## src/rtl/axi_read_arbiter.sv

```systemverilog
// axi_read_arbiter: shares one AXI read master (AR/R) between two requesters, tags AR with the winner index.
// Build option: define AXI_RD_ARB_FIXED_PRIO_EN for fixed priority (requester 0 first) instead of round-robin.
module axi_read_arbiter #(
   parameter int ADDR_WIDTH      = 56,
   parameter int DATA_WIDTH      = 64,
   parameter int MAX_OUTSTANDING = 4
) (
   input  logic                    clk,
   input  logic                    rstn,
   input  logic [1:0]              req_ar_valid,
   output logic [1:0]              req_ar_ready,
   input  logic [2*ADDR_WIDTH-1:0] req_ar_addr,
   input  logic [15:0]             req_ar_len,
   input  logic [5:0]              req_ar_size,
   output logic [1:0]              req_r_valid,
   input  logic [1:0]              req_r_ready,
   output logic [DATA_WIDTH-1:0]   req_r_data,
   output logic [1:0]              req_r_resp,
   output logic                    req_r_last,
   output logic                    m_ar_valid,
   input  logic                    m_ar_ready,
   output logic [ADDR_WIDTH-1:0]   m_ar_addr,
   output logic                    m_ar_id,
   output logic [7:0]              m_ar_len,
   output logic [2:0]              m_ar_size,
   input  logic                    m_r_valid,
   output logic                    m_r_ready,
   input  logic [DATA_WIDTH-1:0]   m_r_data,
   input  logic                    m_r_id,
   input  logic [1:0]              m_r_resp,
   input  logic                    m_r_last,
   output logic                    err
);

   localparam int CW = $clog2(MAX_OUTSTANDING + 1);
   localparam logic [CW-1:0] MAX_CNT = CW'(MAX_OUTSTANDING);

   typedef enum logic {IDLE, HOLD} state_t;

   state_t             state_q, state_d;
   logic               hold_id_q, hold_id_d;
   logic [1:0][CW-1:0] cnt_q, cnt_d;
   logic               err_q, err_d;
`ifndef AXI_RD_ARB_FIXED_PRIO_EN
   logic               ptr_q, ptr_d;
`endif

   logic [1:0] elig;
   logic       arb_id, win_id, grant, ar_hs, orphan, r_hs;

   always_comb begin
      // NOTE: every signal driven here gets a value on every path, so no latch is inferred.
      for (int i = 0; i < 2; i++) elig[i] = req_ar_valid[i] && (cnt_q[i] < MAX_CNT);
`ifdef AXI_RD_ARB_FIXED_PRIO_EN
      arb_id = ~elig[0];
`else
      arb_id = elig[ptr_q] ? ptr_q : ~ptr_q;
`endif
      // While held, the locked requester owns the port regardless of eligibility changes.
      win_id = (state_q == HOLD) ? hold_id_q : arb_id;
      grant  = (state_q == HOLD) || (rstn && (elig != 2'b00));
      ar_hs  = grant && m_ar_ready;

      orphan = m_r_valid && (cnt_q[m_r_id] == '0);
      r_hs   = m_r_valid && m_r_ready;

      state_d   = (grant && !m_ar_ready) ? HOLD : IDLE;
      hold_id_d = (grant && !m_ar_ready) ? win_id : hold_id_q;
`ifndef AXI_RD_ARB_FIXED_PRIO_EN
      ptr_d     = ar_hs ? ~ptr_q : ptr_q;
`endif
      err_d     = err_q || orphan;

      cnt_d = cnt_q;
      for (int i = 0; i < 2; i++) begin
         logic inc, dec;
         inc = ar_hs && (win_id == 1'(i));
         dec = r_hs && m_r_last && !orphan && (m_r_id == 1'(i));
         if (inc && !dec)      cnt_d[i] = cnt_q[i] + CW'(1);
         else if (dec && !inc) cnt_d[i] = cnt_q[i] - CW'(1);
      end
   end

   assign m_ar_valid   = grant;
   assign m_ar_id      = win_id;
   assign m_ar_addr    = win_id ? req_ar_addr[2*ADDR_WIDTH-1:ADDR_WIDTH] : req_ar_addr[ADDR_WIDTH-1:0];
   assign m_ar_len     = win_id ? req_ar_len[15:8] : req_ar_len[7:0];
   assign m_ar_size    = win_id ? req_ar_size[5:3] : req_ar_size[2:0];
   assign req_ar_ready = ar_hs ? (win_id ? 2'b10 : 2'b01) : 2'b00;

   // Orphan beats are drained by the arbiter itself and never shown to a requester.
   assign req_r_valid  = (m_r_valid && !orphan) ? (m_r_id ? 2'b10 : 2'b01) : 2'b00;
   assign m_r_ready    = orphan || req_r_ready[m_r_id];
   assign req_r_data   = m_r_data;
   assign req_r_resp   = m_r_resp;
   assign req_r_last   = m_r_last;
   assign err          = err_q;

   always_ff @(posedge clk or negedge rstn) begin
      if (!rstn) begin
         state_q   <= IDLE;
         hold_id_q <= 1'b0;
         cnt_q     <= '0;
         err_q     <= 1'b0;
`ifndef AXI_RD_ARB_FIXED_PRIO_EN
         ptr_q     <= 1'b0;
`endif
      end else begin
         // NOTE: non-blocking assignments so every flop samples the pre-edge value of its _d.
         state_q   <= state_d;
         hold_id_q <= hold_id_d;
         cnt_q     <= cnt_d;
         err_q     <= err_d;
`ifndef AXI_RD_ARB_FIXED_PRIO_EN
         ptr_q     <= ptr_d;
`endif
      end
   end

endmodule

```

## config.mk

```make
export PLATFORM = sky130hd
export DESIGN_NAME = axi_read_arbiter
export DESIGN_NICKNAME = d
export VERILOG_FILES = /design/src/rtl/axi_read_arbiter.sv
export SDC_FILE = /design/constraint.sdc
export NUM_CORES = 1
export LEC_CHECK = 0
export CAP_MARGIN = 20
export CORE_AREA = 2 2 137 139
export DETAILED_ROUTE_END_ITERATION = 12
export DIE_AREA = 0 0 139 141
export GPL_ROUTABILITY_DRIVEN = 0
export PLACE_DENSITY_LB_ADDON = 0.25
export SLEW_MARGIN = 20
export SYNTH_ARGS = -nofsm -noshare
export SYNTH_HDL_FRONTEND = slang
export SYNTH_SLANG_ARGS = --single-unit
```

## constraint.sdc

```tcl
create_clock -name clk -period 3.56 [get_ports clk]
set_input_delay 0.534 -clock clk [delete_from_list [all_inputs] [get_ports clk]]
set_output_delay 0.534 -clock clk [all_outputs]
set_load 0.01 [all_outputs]
```

==> results.toml, run 1 <==
[logic_synthesis]
netlist_instances = 198
synth_xor_area_share_pct = 3.18
synth_compound_area_share_pct = 4.48
yosys_warnings = 0
yosys.area_share.simple_pct = 4.48
synth.net_count = 412
netlist_area_um2 = 1930
syn_area_per_cell_um2 = 9.73
synth.distinct_cells = 27
muxShareOfSynthArea_pct = 40.9
ys_seq_elements = 10
synth-adder-area-share_pct = 3.38
seq_area_frac_synth_pct = 13.0
synth_top_family_by_area = "multiplexers"

[finish]
stdcell_area_um2 = 3960
num-fill-cells = 1951
final_layout_size_suffix_gt1_share_pct = 20.9
multi_input_area_um2 = 1090
seq_area_um2 = 250
antenna_cells = 0
synthToLayoutAreaGrowth_pct = 106
fin_nets = 565

[detailed_routing]
wl_um = 7750
viasPerCell = 3.41
routed-via-count = 1987
wl_per_cell_um = 13.3
drc = 0
antenna_left = 0
drt_first_pass_iters = 4
drt_iter0_markers = 25

[global_routing]
grt_antenna_before_repair = 0
grt_start_max_net_pins = 46
grt_overflow = 0
grt_usage_pct = 7.16
grt_pass1_vias = 2098
grt_pass1_wl_um = 11100

[clock_tree]
ctsLongestPathBuffers = 2
ctsResizeCount = 0
cts.reportedPaths.clkPinSlew_ps = 40
root_buffer = "clkbuf_16"
cts_sinks = 10
cts_tree = "yes"
cts_made_buffers = 3
hold_buffers = 0
clk_latency_ps = 240
cts_setup_buffers = 0
htreeDepth = 1

[pwr]
p_leak_nw = 1.45
p_sw_w = 0.000783
seqPwrFrac_pct = 10.1
power_per_cell_area_nw_per_um2 = 568
switching_share_pct = 34.8
max-vdd-ir-drop_mv = 0.270
pwr-share-comb_pct = 81.3
internal-power_w = 0.00147
clkPwrFrac_pct = 8.7

[floorplanning]
coreArea_um2 = 18300
rows = 50
die_area_um2 = 19600
fp.dieW_um = 139
initial_core_util_pct = 10.5
fp.dieH_um = 141
io_pins = 352

[worst_setup_path]
cp_max_fo = 45
r2r_cells = 11
slowest_delay_ps = 510
start_kind = "input port"
worst-path-buf-inv = 3
worstPathArrival_ps = 2810
worst_r2r_endpoint = "cnt_q[5]"
crit_slowest_cell = "clkdlybuf4s50_1"
crit_top_cell = "clkdlybuf4s50_1"
path_cells = "clkdlybuf4s50_1, nand2b_1, a31oi_1, a21boi_4, buf_12, mux2_2, clkdlybuf4s50_1"
timing.rr.start = "cnt_q[5]"
required_ps = 3030
critPathTopFamily = "buffers and inverters"
r2r_slack_ps = 860
endpoint_kind = "primary output"
critPathKind = "input port to primary output"

[sta]
fin_crit_sh_pct = 93.8
tns_ps = 0
slew-limit-headroom_pct = 70.9
finClkSkew_ps = 0.894
max_freq_ghz = 0.299
maxSlewViolCount = 0
period_needed_ps = 3340
rsz0062_at_grt = "false"
hold_ws_ps = 457
worst_slew_pin_slew_ps = 432
finalHoldViolations = 0
setup_viol = 0

[worst_hold_path]
min_path_cells = 1
holdPathEnd = "err"
hold_path.class = "register to register"
min_from = "err"

[run]
maxCapViolCount = 0

[placement]
dpl_cell_area_um2 = 3890
port_buffers = 219
place_hpwl_um = 6750

[outcome]
status = "finished, final reports clean"
cell type report:
type,instances,area share (%)
Tap cell,234,7.39
Sequential cell,10,6.31
Timing Repair Buffer,222,56.5
Clock buffer,3,1.89
Multi-Input combinational cell,109,27.4
Inverter,5,0.473
logic make-up after synthesis:
logic type,count (synthesis)
buffers and inverters,79
muxes,70
and+or+nand+nor,16
AOI/OAI and AO/OA,12
DFF,10
xor gates and xnor gates,7
adders and majority gates,4
stage by stage:
stage | cells | setup slack, ps | utilization, % | total power, W
final | 583 | 220 | 21.7 | 0.00225
after global routing | 583 | 92.5 | 21.7 | 0.00240
after CTS | 583 | 194 | 21.7 | 0.00230
after detailed placement | 580 | 196 | 21.3 | 0.00208
after global placement | 580 | 216 | 21.3 | 0.00208
after floorplan | 198 | 923 | - | 0.00128
synth_stat cells, drive strengths merged:
| master | instances | area (um2) |
|---|---|---|
| nor3b | 1 | 7.51 |
| buf | 74 | 571 |
| nand3 | 2 | 10.0 |
| a211oi | 2 | 15.0 |
| nor3 | 2 | 10.0 |
| a21oi | 3 | 15.0 |
| xor2 | 4 | 35.0 |
| a2bb2oi | 1 | 8.76 |
| and3 | 1 | 6.26 |
| dfrtp | 10 | 250 |
| nand2 | 1 | 3.75 |
| nand2b | 2 | 12.5 |
| ha | 2 | 25.0 |
| nor2b | 1 | 6.26 |
| a31oi | 1 | 6.26 |
| fa | 2 | 40.0 |
| nor2 | 4 | 15.0 |
| mux2 | 70 | 788 |
| a21o | 1 | 7.51 |
| xnor2 | 3 | 26.3 |
| o21ai | 3 | 15.0 |
| inv | 5 | 18.8 |
| a21boi | 1 | 18.8 |
| nor4b | 1 | 8.76 |
| or2 | 1 | 6.26 |
power groups by stage:
stage	Sequential (W)	Combinational [W]	Clock, W
floorplan	0.000215	0.00106	0
global placement	0.000227	0.00186	0
detailed placement	0.000229	0.00185	0
CTS	0.000228	0.00187	0.000202
global route	0.000236	0.00195	0.000208
finish	0.000226	0.00183	0.000195
how the worst max path moves through the flow:
stage | cells past startpoint | from | slack (ps) | end
floorplan | 11 | req_ar_valid[0] | 920 | cnt_q[5]
global placement | 7 | req_ar_valid[1] | 220 | m_ar_addr[2]
detailed placement | 7 | req_ar_valid[1] | 200 | m_ar_addr[2]
CTS | 7 | req_ar_valid[1] | 190 | m_ar_addr[2]
global route | 7 | req_ar_valid[1] | 90 | m_ar_addr[2]
finish | 7 | req_ar_valid[1] | 220 | m_ar_addr[2]
worst register-to-register path, delay by kind of cell, from the launching register on:
family	cells	cell delay [ps]
DFF	1	410
adders and majority gates	2	570
and+or+nand+nor	3	520
AOI/OAI and AO/OA	2	560
xor gates and xnor gates	2	290
buffers and inverters	2	260
per-layer routing:
layer  wire (um)  global-route usage (%)
met1        2650                    7.29
met2        3840                    12.7
met3        1060                    3.63
met4         202                    2.55
met5           0                       0
state kept, by name (all words and copies together) (netlist names):
signal and cells:
err 1, hold_id_q 1, cnt_q 6, state_q 1, ptr_q 1
placed cells by master (no fill, tap or decap), types with 2 or more instances in the layout:
cell type and n:
nor3_1 2, mux2_2 65, clkdlybuf4s50_1 219, xnor2_1 3, ha_1 2, buf_12 2
nand3_1 2, dfrtp_1 10, xor2_1 4, clkbuf_16 3, a21oi_1 3, nor2_1 4
inv_1 5, o21ai_0 3, mux2_1 5, fa_1 2, nand2b_1 2, a211oi_1 2
Note: power is estimated with default switching activity, not from simulation.
==> run 2, diff against run 1 <==
- ABC_AREA: default -> 1
- CORE_AREA: 2 2 137 139 -> 2 2 135 137
- CTS_BUF_LIST: default -> sky130_fd_sc_hd__clkbuf_4
- DIE_AREA: 0 0 139 141 -> 0 0 137 139
- PLACE_DENSITY_LB_ADDON: 0.25 -> default
==> run 2 against run 1 <==
Against the previous run:
- largest cell class unchanged
- largest power group unchanged
- clock power is 59% lower
- setup slack improved by 220 ps
- sequential power is 6% lower
- hold slack improved by 37 ps
- non-clock buffer count increased by 3
- core utilization up 0.57 points
- highest routed layer unchanged
- cell area decreased by 0.79%
- critical path depth grew 2
- via count is 28% higher
- sequential share of layout area up 0.050 points
- register-to-register slack better by 140 ps
- synthesized cell count is 80% higher
==> results.toml, run 2 <==
[clock_tree]
ctsResizeCount = 0
ctsLongestPathBuffers = 2
hold_buffers = 0
cts.reportedPaths.clkPinSlew_ps = 70
cts_setup_buffers = 0
htreeDepth = 1
cts_tree = "yes"
cts_made_buffers = 3
cts_sinks = 10
clk_latency_ps = 260
root_buffer = "clkbuf_4"

[finish]
fin_nets = 720
final_cell_mix = "nand2_1 (222), clkdlybuf4s50_1 (219), dfrtp_1 (10), inv_1 (9)"
num-fill-cells = 1968
multi_input_area_um2 = 1080
seq_area_um2 = 250
utilization_pct = 22.3
largest_reg_flops = 6
final_common_cell = "nand2_1"
final_layout_size_suffix_gt1_share_pct = 2.97
top_register = "cnt_q"
antenna_cells = 0
synthToLayoutAreaGrowth_pct = 101

[detailed_routing]
antenna_left = 0
wl_per_cell_um = 13.1
drc = 0
wl_um = 9590
viasPerCell = 3.47
drt_first_pass_iters = 4
drt_iter0_markers = 64
routed-via-count = 2545

[outcome]
status = "finished, final reports clean"

[sta]
rsz0062_at_grt = "false"
tns_ps = 0
setup_viol = 0
finalHoldViolations = 0
slew-limit-headroom_pct = 47.4
worst_slew_pin_slew_ps = 785
fin_crit_sh_pct = 87.5
hold_ws_ps = 495
period_needed_ps = 3120
max_freq_ghz = 0.321
maxSlewViolCount = 0
finClkSkew_ps = 4.60

[pwr]
p_sw_w = 0.00120
max-vdd-ir-drop_mv = 0.244
clkPwrFrac_pct = 3.1
internal-power_w = 0.00139
pwr-share-comb_pct = 88.8
seqPwrFrac_pct = 8.2
p_leak_nw = 1.81
switching_share_pct = 46.5
power_per_cell_area_nw_per_um2 = 659

[worst_setup_path]
crit_top_cell = "nand2_1"
crit_slowest_cell = "clkdlybuf4s50_1"
required_ps = 3030
start_kind = "input port"
critPathKind = "input port to primary output"
endpoint_kind = "primary output"
worstPathArrival_ps = 2580
worst-path-buf-inv = 3
path_cells = "clkdlybuf4s50_1, nand2_1, nand2_1, nand3_1, o21ai_4, buf_12, nand2_1, nand2_1, clkdlybuf4s50_1"
critPathTopFamily = "buffers and inverters"
cp_max_fo = 37
slowest_delay_ps = 570
r2r_slack_ps = 1000

[logic_synthesis]
ys_seq_elements = 10
seq_area_frac_synth_pct = 12.8
synth.net_count = 571
synth-edff-count = 0
netlist_area_um2 = 1950
yosysTopAreaCell = "nand2_1"
synth_area_leaders = "nand2_1 (43%), buf_4 (26%), dfrtp_1 (13%)"
netlist_top_cells_count = "nand2_1 (222), buf_4 (67), buf_2 (11)"
syn_area_per_cell_um2 = 5.47
synth_top_flop_cell = "dfrtp_1"
yosys_warnings = 0
netlist_instances = 357
synth_most_common_cell = "nand2_1"
synth.distinct_cells = 19
async_flop_share_pct = 100
yosys.area.top_type_share_pct = 42.6

[global_routing]
grt_start_max_net_pins = 39
grt_antenna_before_repair = 0
grt_usage_pct = 9.21
grt_pass1_wl_um = 13800
grt_overflow = 0
grt_pass1_vias = 2555

[run]
maxCapViolCount = 0

[floorplanning]
die_area_um2 = 19000
io_pins = 352
rows = 49
initial_core_util_pct = 11.1
fp.dieH_um = 139
fp.dieW_um = 137
coreArea_um2 = 17700

[worst_hold_path]
hold_path.class = "register to register"

[placement]
port_buffers = 219
place_hpwl_um = 8290
==> run 2: cell count changes after synthesis, sizes merged, moves of 2 or more <==
| cell | before | now |
|---|---|---|
| nand2 | 1 | 223 |
| mux2 | 70 | 2 |
| buf | 74 | 81 |
| inv | 5 | 11 |
| nand3 | 2 | 8 |
| nor2 | 4 | 8 |
| a211oi | 2 | 0 |
| nand2b | 2 | 0 |
| nor3 | 2 | 0 |
| xor2 | 4 | 2 |
==> run 2: power by group through the flow <==
stage / logic (W) / clock network, W / registers (W)
2_1_floorplan: 0.00117 / 0 / 0.000203
6_report: 0.00230 / 0.0000798 / 0.000212
4_1_cts: 0.00236 / 0.0000833 / 0.000213
3_3_place_gp: 0.00234 / 0 / 0.000212
5_1_grt: 0.00256 / 0.0000895 / 0.000222
3_5_place_dp: 0.00235 / 0 / 0.000216
==> run 2: tightest hold or removal path, stage by stage (launching register included) <==
cell	delay, ps
dfrtp_1	360
inv_1	40
nand2_1	60
==> run 2: per-stage QoR <==
step,worst slack [ps],power [W],area (um2),std cells
floorplan,1260,0.00137,1950,357
global placement,434,0.00255,3910,730
detailed placement,428,0.00257,3910,730
CTS,415,0.00266,3930,734
global route,305,0.00287,3930,734
finish,444,0.00259,3930,734
==> run 2: metal layers <==
metal  global-route usage (%)  routed length [um]
met1                     9.52                3430
met4                     1.90                 182
met5                        0                   0
met2                     16.5                4580
met3                     4.71                1400
==> run 2: layout make-up <==
class,count,share of cell area [%]
Clock inverter,1,0.0955
Clock buffer,3,0.573
Sequential cell,10,6.36
Tap cell,229,7.29
Multi-Input combinational cell,255,27.4
Inverter,11,1.05
Timing Repair Buffer,225,57.2
==> run 2: cells by family (layout without fill, tap and decap cells) <==
| family | after synthesis | after routing | share of synthesized area, % |
|---|---|---|---|
| XOR/XNOR | 4 | 4 | 1.79 |
| buffers and inverters | 92 | 240 | 32.4 |
| AO/OA/AOI/OAI | 5 | 5 | 1.47 |
| flip-flops | 10 | 10 | 12.8 |
| adder cells (fa/ha/maj) | 4 | 4 | 3.33 |
| multiplexers | 3 | 3 | 1.66 |
| AND/OR/NAND/NOR | 239 | 239 | 46.5 |
==> run 2: path summary, 6_finish.rpt <==
| kind | startpoint | cells after the start | endpoint |
|---|---|---|---|
| worst max-delay path | req_ar_valid[0] | 9 | m_ar_addr[18] |
| worst max register to register | state_q | 8 | cnt_q[4] |
| min in group asynchronous | rstn | 2 | cnt_q[4] |
| worst min-delay path | err | 2 | err |
| max in group asynchronous | rstn | 2 | hold_id_q |
| worst min register to register | err | 2 | err |
